### src/rtl/iiitb_usr_cmd_ctrl.sv
// iiitb_usr_cmd_ctrl: command sequencer driving the 8-bit universal shift register and returning its contents
module iiitb_usr_cmd_ctrl #(
    parameter int WIDTH = 8,
    parameter int CNT_W = 4
) (
    input  logic             clock,
    input  logic             clear,
    input  logic             cmd_valid,
    output logic             cmd_ready,
    input  logic [1:0]       cmd_op,
    input  logic [CNT_W-1:0] cmd_count,
    input  logic [WIDTH-1:0] cmd_data,
    input  logic             cmd_ser,
    output logic [1:0]       usr_select,
    output logic [WIDTH-1:0] usr_data_in,
    output logic             usr_sl_ser,
    output logic             usr_sr_ser,
    input  logic [WIDTH-1:0] usr_data_out,
    output logic             rsp_valid,
    input  logic             rsp_ready,
    output logic [WIDTH-1:0] rsp_data,
    output logic             busy
);
    typedef enum logic [2:0] {IDLE, LOAD, SHIFT, CAPTURE, RESP} state_t;

    state_t             state_q, state_d;
    logic [1:0]         op_q, op_d;
    logic [CNT_W-1:0]   cnt_q, cnt_d;
    logic [WIDTH-1:0]   data_q, data_d;
    logic               ser_q, ser_d;
    logic               cmd_ready_q, cmd_ready_d;
    logic [1:0]         sel_q, sel_d;
    logic [WIDTH-1:0]   din_q, din_d;
    logic               sser_q, sser_d;
    logic               rsp_valid_q, rsp_valid_d;
    logic [WIDTH-1:0]   rsp_data_q, rsp_data_d;
    logic               busy_q, busy_d;

    // Next state plus outputs decoded from the next state, so every output is a flop aligned with its state
    always_comb begin
        state_d    = state_q;
        op_d       = op_q;
        cnt_d      = cnt_q;
        data_d     = data_q;
        ser_d      = ser_q;
        rsp_data_d = rsp_data_q;
        case (state_q)
            IDLE: if (cmd_valid && cmd_ready_q) begin
                op_d    = cmd_op;
                cnt_d   = cmd_count;
                data_d  = cmd_data;
                ser_d   = cmd_ser;
                state_d = (cmd_op == 2'b10) ? LOAD :
                          (!cmd_op[1] && cmd_count != '0) ? SHIFT : CAPTURE;
            end
            LOAD:    state_d = CAPTURE;
            SHIFT: begin
                cnt_d   = cnt_q - 1'b1;
                state_d = (cnt_q == CNT_W'(1)) ? CAPTURE : SHIFT;
            end
            CAPTURE: begin
                rsp_data_d = usr_data_out;
                state_d    = RESP;
            end
            RESP:    state_d = rsp_ready ? IDLE : RESP;
            default: state_d = IDLE;
        endcase
        sel_d       = (state_d == LOAD) ? 2'b10 : (state_d == SHIFT) ? {1'b0, op_d[0]} : 2'b11;
        din_d       = (state_d == LOAD) ? data_d : '0;
        sser_d      = (state_d == SHIFT) && ser_d;
        rsp_valid_d = (state_d == RESP);
        cmd_ready_d = (state_d == IDLE);
        busy_d      = (state_d != IDLE);
    end

    // State, command latch and registered outputs; clear drops any in-flight command
    always_ff @(posedge clock or posedge clear) begin
        if (clear) begin
            state_q     <= IDLE;
            op_q        <= '0;
            cnt_q       <= '0;
            data_q      <= '0;
            ser_q       <= 1'b0;
            cmd_ready_q <= 1'b0;
            sel_q       <= 2'b11;
            din_q       <= '0;
            sser_q      <= 1'b0;
            rsp_valid_q <= 1'b0;
            rsp_data_q  <= '0;
            busy_q      <= 1'b0;
        end else begin
            state_q     <= state_d;
            op_q        <= op_d;
            cnt_q       <= cnt_d;
            data_q      <= data_d;
            ser_q       <= ser_d;
            cmd_ready_q <= cmd_ready_d;
            sel_q       <= sel_d;
            din_q       <= din_d;
            sser_q      <= sser_d;
            rsp_valid_q <= rsp_valid_d;
            rsp_data_q  <= rsp_data_d;
            busy_q      <= busy_d;
        end
    end

    assign cmd_ready   = cmd_ready_q;
    assign usr_select  = sel_q;
    assign usr_data_in = din_q;
    assign usr_sl_ser  = sser_q;
    assign usr_sr_ser  = sser_q;
    assign rsp_valid   = rsp_valid_q;
    assign rsp_data    = rsp_data_q;
    assign busy        = busy_q;
endmodule

### config.mk
export PLATFORM = sky130hd
export DESIGN_NAME = iiitb_usr_cmd_ctrl
export DESIGN_NICKNAME = d
export VERILOG_FILES = /design/src/rtl/iiitb_usr_cmd_ctrl.sv
export SDC_FILE = /design/constraint.sdc
export NUM_CORES = 1
export LEC_CHECK = 0
export BUFFER_PORTS_ARGS = -buffer_cell sky130_fd_sc_hd__buf_2
export CAP_MARGIN = 20
export CORE_ASPECT_RATIO = 0.75
export CORE_UTILIZATION = 52
export CTS_BUF_LIST = sky130_fd_sc_hd__clkbuf_4 sky130_fd_sc_hd__clkbuf_8
export DETAILED_ROUTE_END_ITERATION = 10
export PLACE_DENSITY = 0.81
export SLEW_MARGIN = 20
export SYNTH_ARGS = -nofsm -noshare
export SYNTH_HDL_FRONTEND = slang
export SYNTH_SLANG_ARGS = --single-unit
### constraint.sdc
create_clock -name clock -period 2.4 [get_ports clock]
set_input_delay 0 -clock clock [delete_from_list [all_inputs] [get_ports clock]]
set_output_delay 0 -clock clock [all_outputs]
set_load 0.05 [all_outputs]
==> results of run 1 <==
-- cells in the final DEF (no fill, tap or decap), drive strengths merged --
cell type | synthesis | final
o41a | 1 | 1
nand3b | 2 | 2
nor4 | 1 | 1
nor3b | 2 | 2
a311oi | 1 | 1
nand2 | 6 | 6
a211oi | 1 | 1
ha | 2 | 2
o2bb2ai | 1 | 1
or3b | 1 | 1
o211ai | 2 | 2
buf | 6 | 51
nor2b | 8 | 8
or4 | 1 | 1
a21o | 1 | 1
nand3 | 3 | 3
nor2 | 1 | 1
a211o | 1 | 1
dfrtp | 37 | 37
bufinv | 0 | 1
and3b | 1 | 1
or3 | 2 | 2
a31oi | 1 | 1
clkbuf | 0 | 6
nor4b | 1 | 1
inv | 5 | 5
dfstp | 2 | 2
nand2b | 1 | 1
mux2 | 18 | 18
nor3 | 4 | 4
dlygate4sd3 | 0 | 22
mux2i | 2 | 2
or4b | 1 | 1
-- registers in the layout (all words and copies together) (netlist names) --
name and count:
busy 1, ser_q 1, op_q 1, cmd_ready 1
usr_sl_ser 1, usr_data_in 8, cnt_q 4, data_q 8
rsp_valid 1, state_q 3, rsp_data 8, usr_select 2
-- timing repair --
item / in CTS / in global routing
hold endpoints to repair: 58 / 0
endpoints found under the setup margin: 0 / 0
hold buffers: 22 / 0
-- power breakdown --
| part | total [mW] | internal (mW) | switching, mW |
|---|---|---|---|
| registers | 1.14 | 0.958 | 0.179 |
| clock network | 0.520 | 0.316 | 0.204 |
| logic | 1.44 | 0.513 | 0.924 |
-- cells in the mapped netlist, drive strengths merged (2+ instances only) --
| cell | count | share of area (%) |
|---|---|---|
| or3 | 2 | 0.78 |
| nand3b | 2 | 1.7 |
| nor2b | 8 | 3.1 |
| buf | 6 | 3.0 |
| dfstp | 2 | 3.3 |
| ha | 2 | 1.6 |
| nor3b | 2 | 0.94 |
| nand3 | 3 | 0.94 |
| nor3 | 4 | 1.3 |
| mux2 | 18 | 13 |
| nand2 | 6 | 1.4 |
| dfrtp | 37 | 58 |
| inv | 5 | 1.2 |
| mux2i | 2 | 1.3 |
| o211ai | 2 | 0.94 |
-- path summary, 6_finish.rpt --
| kind | from | endpoint | cells past startpoint |
|---|---|---|---|
| max | state_q[2]$_DFF_PP0_ | usr_select[0]$_DFF_PP1_ | 4 |
| min | cmd_count[1] | cnt_q[1]$_DFFE_PP0P_ | 3 |
| max reg2reg | state_q[2]$_DFF_PP0_ | usr_select[0]$_DFF_PP1_ | 4 |
| min reg2reg | data_q[0]$_DFF_PP0_ | data_q[0]$_DFF_PP0_ | 1 |
| max in group asynchronous | clear | usr_select[0]$_DFF_PP1_ | 4 |
| min in group asynchronous | clear | data_q[4]$_DFF_PP0_ | 4 |
-- through the flow --
| stage | total power, mW | instances | area (sq um) | setup WS [ns] | util, % |
|---|---|---|---|---|---|
| floorplan | 2.25 | 116 | 1600 | 0.491 | - |
| global placement | 2.47 | 199 | 1860 | 0.693 | 63.4 |
| detailed placement | 2.53 | 199 | 1860 | 0.624 | 63.4 |
| CTS | 3.09 | 228 | 2190 | 0.611 | 74.6 |
| global route | 3.26 | 228 | 2190 | 0.488 | 74.6 |
| finish | 3.09 | 228 | 2190 | 0.580 | 74.6 |
-- routing by layer --
metal	wire [microns]	global-route usage, %
met4	37	8.87
met2	1800	40.1
met1	1390	27.7
met3	219	7.87
met5	0	0
-- kinds of logic (layout without fill, tap and decap cells) --
| logic type | Yosys count | count (layout) | synth area share, % |
|---|---|---|---|
| muxes | 20 | 20 | 14.1 |
| AOI/OAI and AO/OA | 9 | 9 | 5.16 |
| adders and majority gates | 2 | 2 | 1.56 |
| buffers and inverters | 11 | 85 | 4.14 |
| DFF | 39 | 39 | 61.1 |
| and+or+nand+nor | 35 | 35 | 13.9 |
-- final cells by class --
type	count	area (sq um)	area share [%]
multi-input cells	66	557	25.4
well taps	38	47.5	2.17
flip-flops and latches	39	978	44.7
repair buffers	73	480	22.0
inverters	5	18.8	0.858
clock inverters	1	30.0	1.37
clock buffers	6	76.3	3.49
-- worst max-delay path, cell delays in order (launching register included) --
cell	delay [ns]
sky130_fd_sc_hd__dfrtp_1	0.46
sky130_fd_sc_hd__nand3b_4	0.19
sky130_fd_sc_hd__or3_1	0.42
sky130_fd_sc_hd__mux2_4	0.35
sky130_fd_sc_hd__o41a_1	0.31
==> impl_metrics.env, run 1 <==
export IMPL_status="finished clean"
export IMPL_postCtsSetupBuffers=0
export IMPL_synth_seq_cells=39
export IMPL_grt_setup_unrepaired="no"
export IMPL_global_route_overflow_total=0
export IMPL_finalCritPeriodShare_pct=75.8
export IMPL_cp_max_fo=8
export IMPL_maxClockFrequency_ghz=0.550
export IMPL_postSynthAreaPerCell_sq_um=13.8
export IMPL_first_pass_iters=7
export IMPL_fillerInstances=199
export IMPL_ys_types=34
export IMPL_grt_antenna_before_repair=0
export IMPL_postSynthNetCount=145
export IMPL_globalRouteTotalUtil_pct=23.7
export IMPL_setup_worst_path_class="flop to flop"
export IMPL_ant_nets=0
export IMPL_place_port_buffers=49
export IMPL_cts_path_max_buffers=2
export IMPL_boundary_pins=50
export IMPL_diodes=0
export IMPL_post_synth_instance_area_sq_mm=0.00160
export IMPL_first_global_vias=1219
export IMPL_cts_tree="built"
export IMPL_cp_arrival_ns=2.03
export IMPL_ys_warn_count=0
export IMPL_worst_hold_slack_ns=0.0587
export IMPL_final_wl_mm=3.44
export IMPL_synth_async_sr_flop_share_pct=100
export IMPL_largest_net_degree_at_the_start_of_global_routing=40
export IMPL_clk_pin_slew_ns=0.07
export IMPL_min_path_type="input pin to flop"
export IMPL_design_final_nets=219
export IMPL_p_leak_nw=1.09
export IMPL_avg_wl_per_cell_microns=15.1
export IMPL_power_per_cell_area_mw_per_mm2=1410
export IMPL_numCtsBuffers=5
export IMPL_fraction_of_layout_instances_using_a_drive_strength_above_1_pct=44.2
export IMPL_initialDrtViolationCount=87
export IMPL_post_synth_inst_count=116
export IMPL_clock_sink_count=39
export IMPL_die_height_microns=50.1
export IMPL_totalNegativeSetupSlack_ns=0
export IMPL_die_area_sq_mm=0.00331
export IMPL_relSlewSlack_pct=66.5
export IMPL_gp_congestion=0.916
export IMPL_setup_violations_final=0
export IMPL_dominantRegCellSynth="sky130_fd_sc_hd__dfrtp_1"
export IMPL_crit_path_end_kind="flop"
export IMPL_detail_route_drc_violations=0
export IMPL_core_sq_mm=0.00294
export IMPL_areaGrowthSynthToFinish_pct=36.6
export IMPL_reg2reg_slack_ns=0.58
export IMPL_fin_crit_period_ns=1.82
export IMPL_worst_slew_pin_slew_ns=0.500
export IMPL_sequential_cell_area_fraction_in_the_yosys_report_pct=61.1
export IMPL_timing_critical_path_from_type="flop"
export IMPL_timing_hold_violations_final=0
export IMPL_cts_repair_resized=0
export IMPL_die_width_microns=66.1
export IMPL_synth_edf_count=0
export IMPL_clock_latency_ns=0.28
export IMPL_number_of_vias_after_detailed_routing=1167
export IMPL_cp_required_ns=2.61
export IMPL_ir_drop_mv=0.648
export IMPL_clk_root_buffer_cell="sky130_fd_sc_hd__clkbuf_8"
export IMPL_number_of_cell_rows=17
export IMPL_grt_pass1_wl_mm=5.60
export IMPL_timing_final_max_slew_violations=0
export IMPL_viasPerCell=5.12
export IMPL_hpwlAfterDp_mm=2.18
export IMPL_skew_ns=0.00519
export IMPL_starting_density_of_the_core_pct=54.6
export IMPL_cts_max_level=2
export IMPL_max_cap_violations=0
Note: power is estimated with default switching activity, not from simulation.
==> inputs of run 2 (changes only) <==
clock period = 1.9 ns   (was 2.4 ns; I/O delays follow)
==> run 2 against run 1 <==
Fmax rose by 1.2%. Worst setup slack lost 0.48 ns. Power rose by 26%. Highest routed layer unchanged.
==> impl_metrics.env, run 2 (synthesis gave the netlist of run 1 again) <==
export IMPL_fin_crit_period_ns=1.80
export IMPL_hpwlAfterDp_mm=2.19
export IMPL_fraction_of_layout_instances_using_a_drive_strength_above_1_pct=46.4
export IMPL_clock_sink_count=39
export IMPL_max_cap_violations=0
export IMPL_clk_root_buffer_cell="sky130_fd_sc_hd__clkbuf_8"
export IMPL_numCtsBuffers=5
export IMPL_relSlewSlack_pct=68.1
export IMPL_cts_repair_resized=0
export IMPL_r2r_worst_path_cells=5
export IMPL_starting_density_of_the_core_pct=54.6
export IMPL_finalCritPeriodShare_pct=94.6
export IMPL_place_port_buffers=49
export IMPL_worst_slew_pin_slew_ns=0.478
export IMPL_clock_latency_ns=0.28
export IMPL_setup_worst_path_end="cnt_q[3]$_DFFE_PP0P_"
export IMPL_first_pass_iters=6
export IMPL_globalRouteTotalUtil_pct=23.9
export IMPL_cp_required_ns=2.10
export IMPL_viasPerCell=5.22
export IMPL_crit_path_start="state_q[2]$_DFF_PP0_"
export IMPL_grt_setup_unrepaired="no"
export IMPL_path_cells="buf_4 -> or3b_2 -> nor4_1 -> nor3_1 -> a211oi_1"
export IMPL_r2r_start="state_q[2]$_DFF_PP0_"
export IMPL_crit_buf_inv=1
export IMPL_cpMaxStageDelayCell="sky130_fd_sc_hd__or3b_2"
export IMPL_diodes=0
export IMPL_reg2reg_slack_ns=0.10
export IMPL_largest_net_degree_at_the_start_of_global_routing=40
export IMPL_fillerInstances=204
export IMPL_timing_critical_path_max_delay_family="simple AND/OR/NAND/NOR gates"
export IMPL_power_per_cell_area_mw_per_mm2=1770
export IMPL_ant_nets=0
export IMPL_core_sq_mm=0.00294
export IMPL_timing_final_max_slew_violations=0
export IMPL_design_final_nets=222
export IMPL_die_width_microns=66.1
export IMPL_timing_critical_path_from_type="flop"
export IMPL_totalNegativeSetupSlack_ns=0
export IMPL_utilization_pct=74.9
export IMPL_crit_path_end_kind="flop"
export IMPL_maxClockFrequency_ghz=0.556
export IMPL_cp_max_fo=7
export IMPL_clk_pin_slew_ns=0.08
export IMPL_min_path_type="input pin to flop"
export IMPL_cts_tree="built"
export IMPL_final_wl_mm=3.56
export IMPL_initialDrtViolationCount=154
export IMPL_cts_max_level=2
export IMPL_final_cell_mix="sky130_fd_sc_hd__buf_2, sky130_fd_sc_hd__dfrtp_1, sky130_fd_sc_hd__dlygate4sd3_1"
export IMPL_number_of_vias_after_detailed_routing=1210
export IMPL_dp_cells=203
export IMPL_status="finished clean"
export IMPL_pre_cts_slack_ns=0.202
export IMPL_skew_ns=0.00628
export IMPL_global_route_overflow_total=0
export IMPL_die_area_sq_mm=0.00331
export IMPL_cts_path_max_buffers=2
export IMPL_number_of_stages_on_the_worst_setup_path=5
export IMPL_setup_worst_path_class="flop to flop"
export IMPL_gp_congestion=0.838
export IMPL_detail_route_drc_violations=0
export IMPL_cp_arrival_ns=1.99
export IMPL_ir_drop_mv=0.952
export IMPL_r2r_end="cnt_q[3]$_DFFE_PP0P_"
export IMPL_grt_antenna_before_repair=0
export IMPL_areaGrowthSynthToFinish_pct=37.3
export IMPL_timing_critical_path_slowest_cell_delay_ns=0.50
export IMPL_finish_cell_count_without_fillers=232
export IMPL_boundary_pins=50
export IMPL_p_leak_nw=1.10
export IMPL_grt_pass1_wl_mm=5.73
export IMPL_avg_wl_per_cell_microns=15.3
export IMPL_worst_hold_slack_ns=0.00275
export IMPL_layout_setup_ws_ns=0.103
export IMPL_number_of_cell_rows=17
export IMPL_setup_violations_final=0
export IMPL_die_height_microns=50.1
export IMPL_first_global_vias=1224
export IMPL_timing_hold_violations_final=0
export IMPL_mostFrequentLayoutCell="sky130_fd_sc_hd__buf_2"
## run 2: where the power goes
part | switching, mW | internal [mW]
Combinational | 1.21 | 0.697
Sequential | 0.207 | 1.21
Clock | 0.266 | 0.307
## run 2: worst register-to-register path, stage by stage, from the launching register on
cell                       delay [ns]
sky130_fd_sc_hd__dfrtp_1         0.39
sky130_fd_sc_hd__buf_4           0.16
sky130_fd_sc_hd__or3b_2          0.50
sky130_fd_sc_hd__nor4_1          0.36
sky130_fd_sc_hd__nor3_1          0.09
sky130_fd_sc_hd__a211oi_1        0.21
## run 2: metrics by stage
step | area [sq um] | power [mW]
6_report | 2200 | 3.90
5_1_grt | 2200 | 4.09
4_1_cts | 2200 | 3.88
3_5_place_dp | 1890 | 3.27
3_3_place_gp | 1890 | 3.18
2_1_floorplan | 1600 | 2.85
## run 2: worst min-delay path by stage
stage                       from                  endpoint  slack (ns)  cells after the start
CTS                    rsp_ready       rsp_valid$_DFF_PP0_       0.005                      3
detailed placement         clear  usr_data_in[0]$_DFF_PP0_        0.14                      3
global route           rsp_ready       rsp_valid$_DFF_PP0_        0.01                      3
finish                 rsp_ready       rsp_valid$_DFF_PP0_       0.003                      3
floorplan           cmd_count[2]      cnt_q[2]$_DFFE_PP0P_        0.13                      2
global placement           clear   rsp_data[2]$_DFFE_PP0N_        0.13                      3
## run 2: routing by layer
metal  GRT usage (%)  routed length, microns
met1            29.0                    1440
met2            40.1                    1850
met3            8.10                     204
met4            7.09                      63
met5               0                       0
## run 2: final cells by class
class | count | area, sq um | share of cell area, %
inverters | 5 | 18.8 | 0.854
flip-flops and latches | 39 | 980 | 44.6
multi-input cells | 66 | 557 | 25.3
repair buffers | 76 | 500 | 22.8
well taps | 38 | 47.5 | 2.16
clock inverters | 1 | 5.00 | 0.228
clock buffers | 7 | 90.1 | 4.10
## run 2: what timing repair did
action | in CTS | in global routing
hold endpoints to repair | 57 | 0
buffers inserted | 0 | 0
hold buffers | 21 | 0
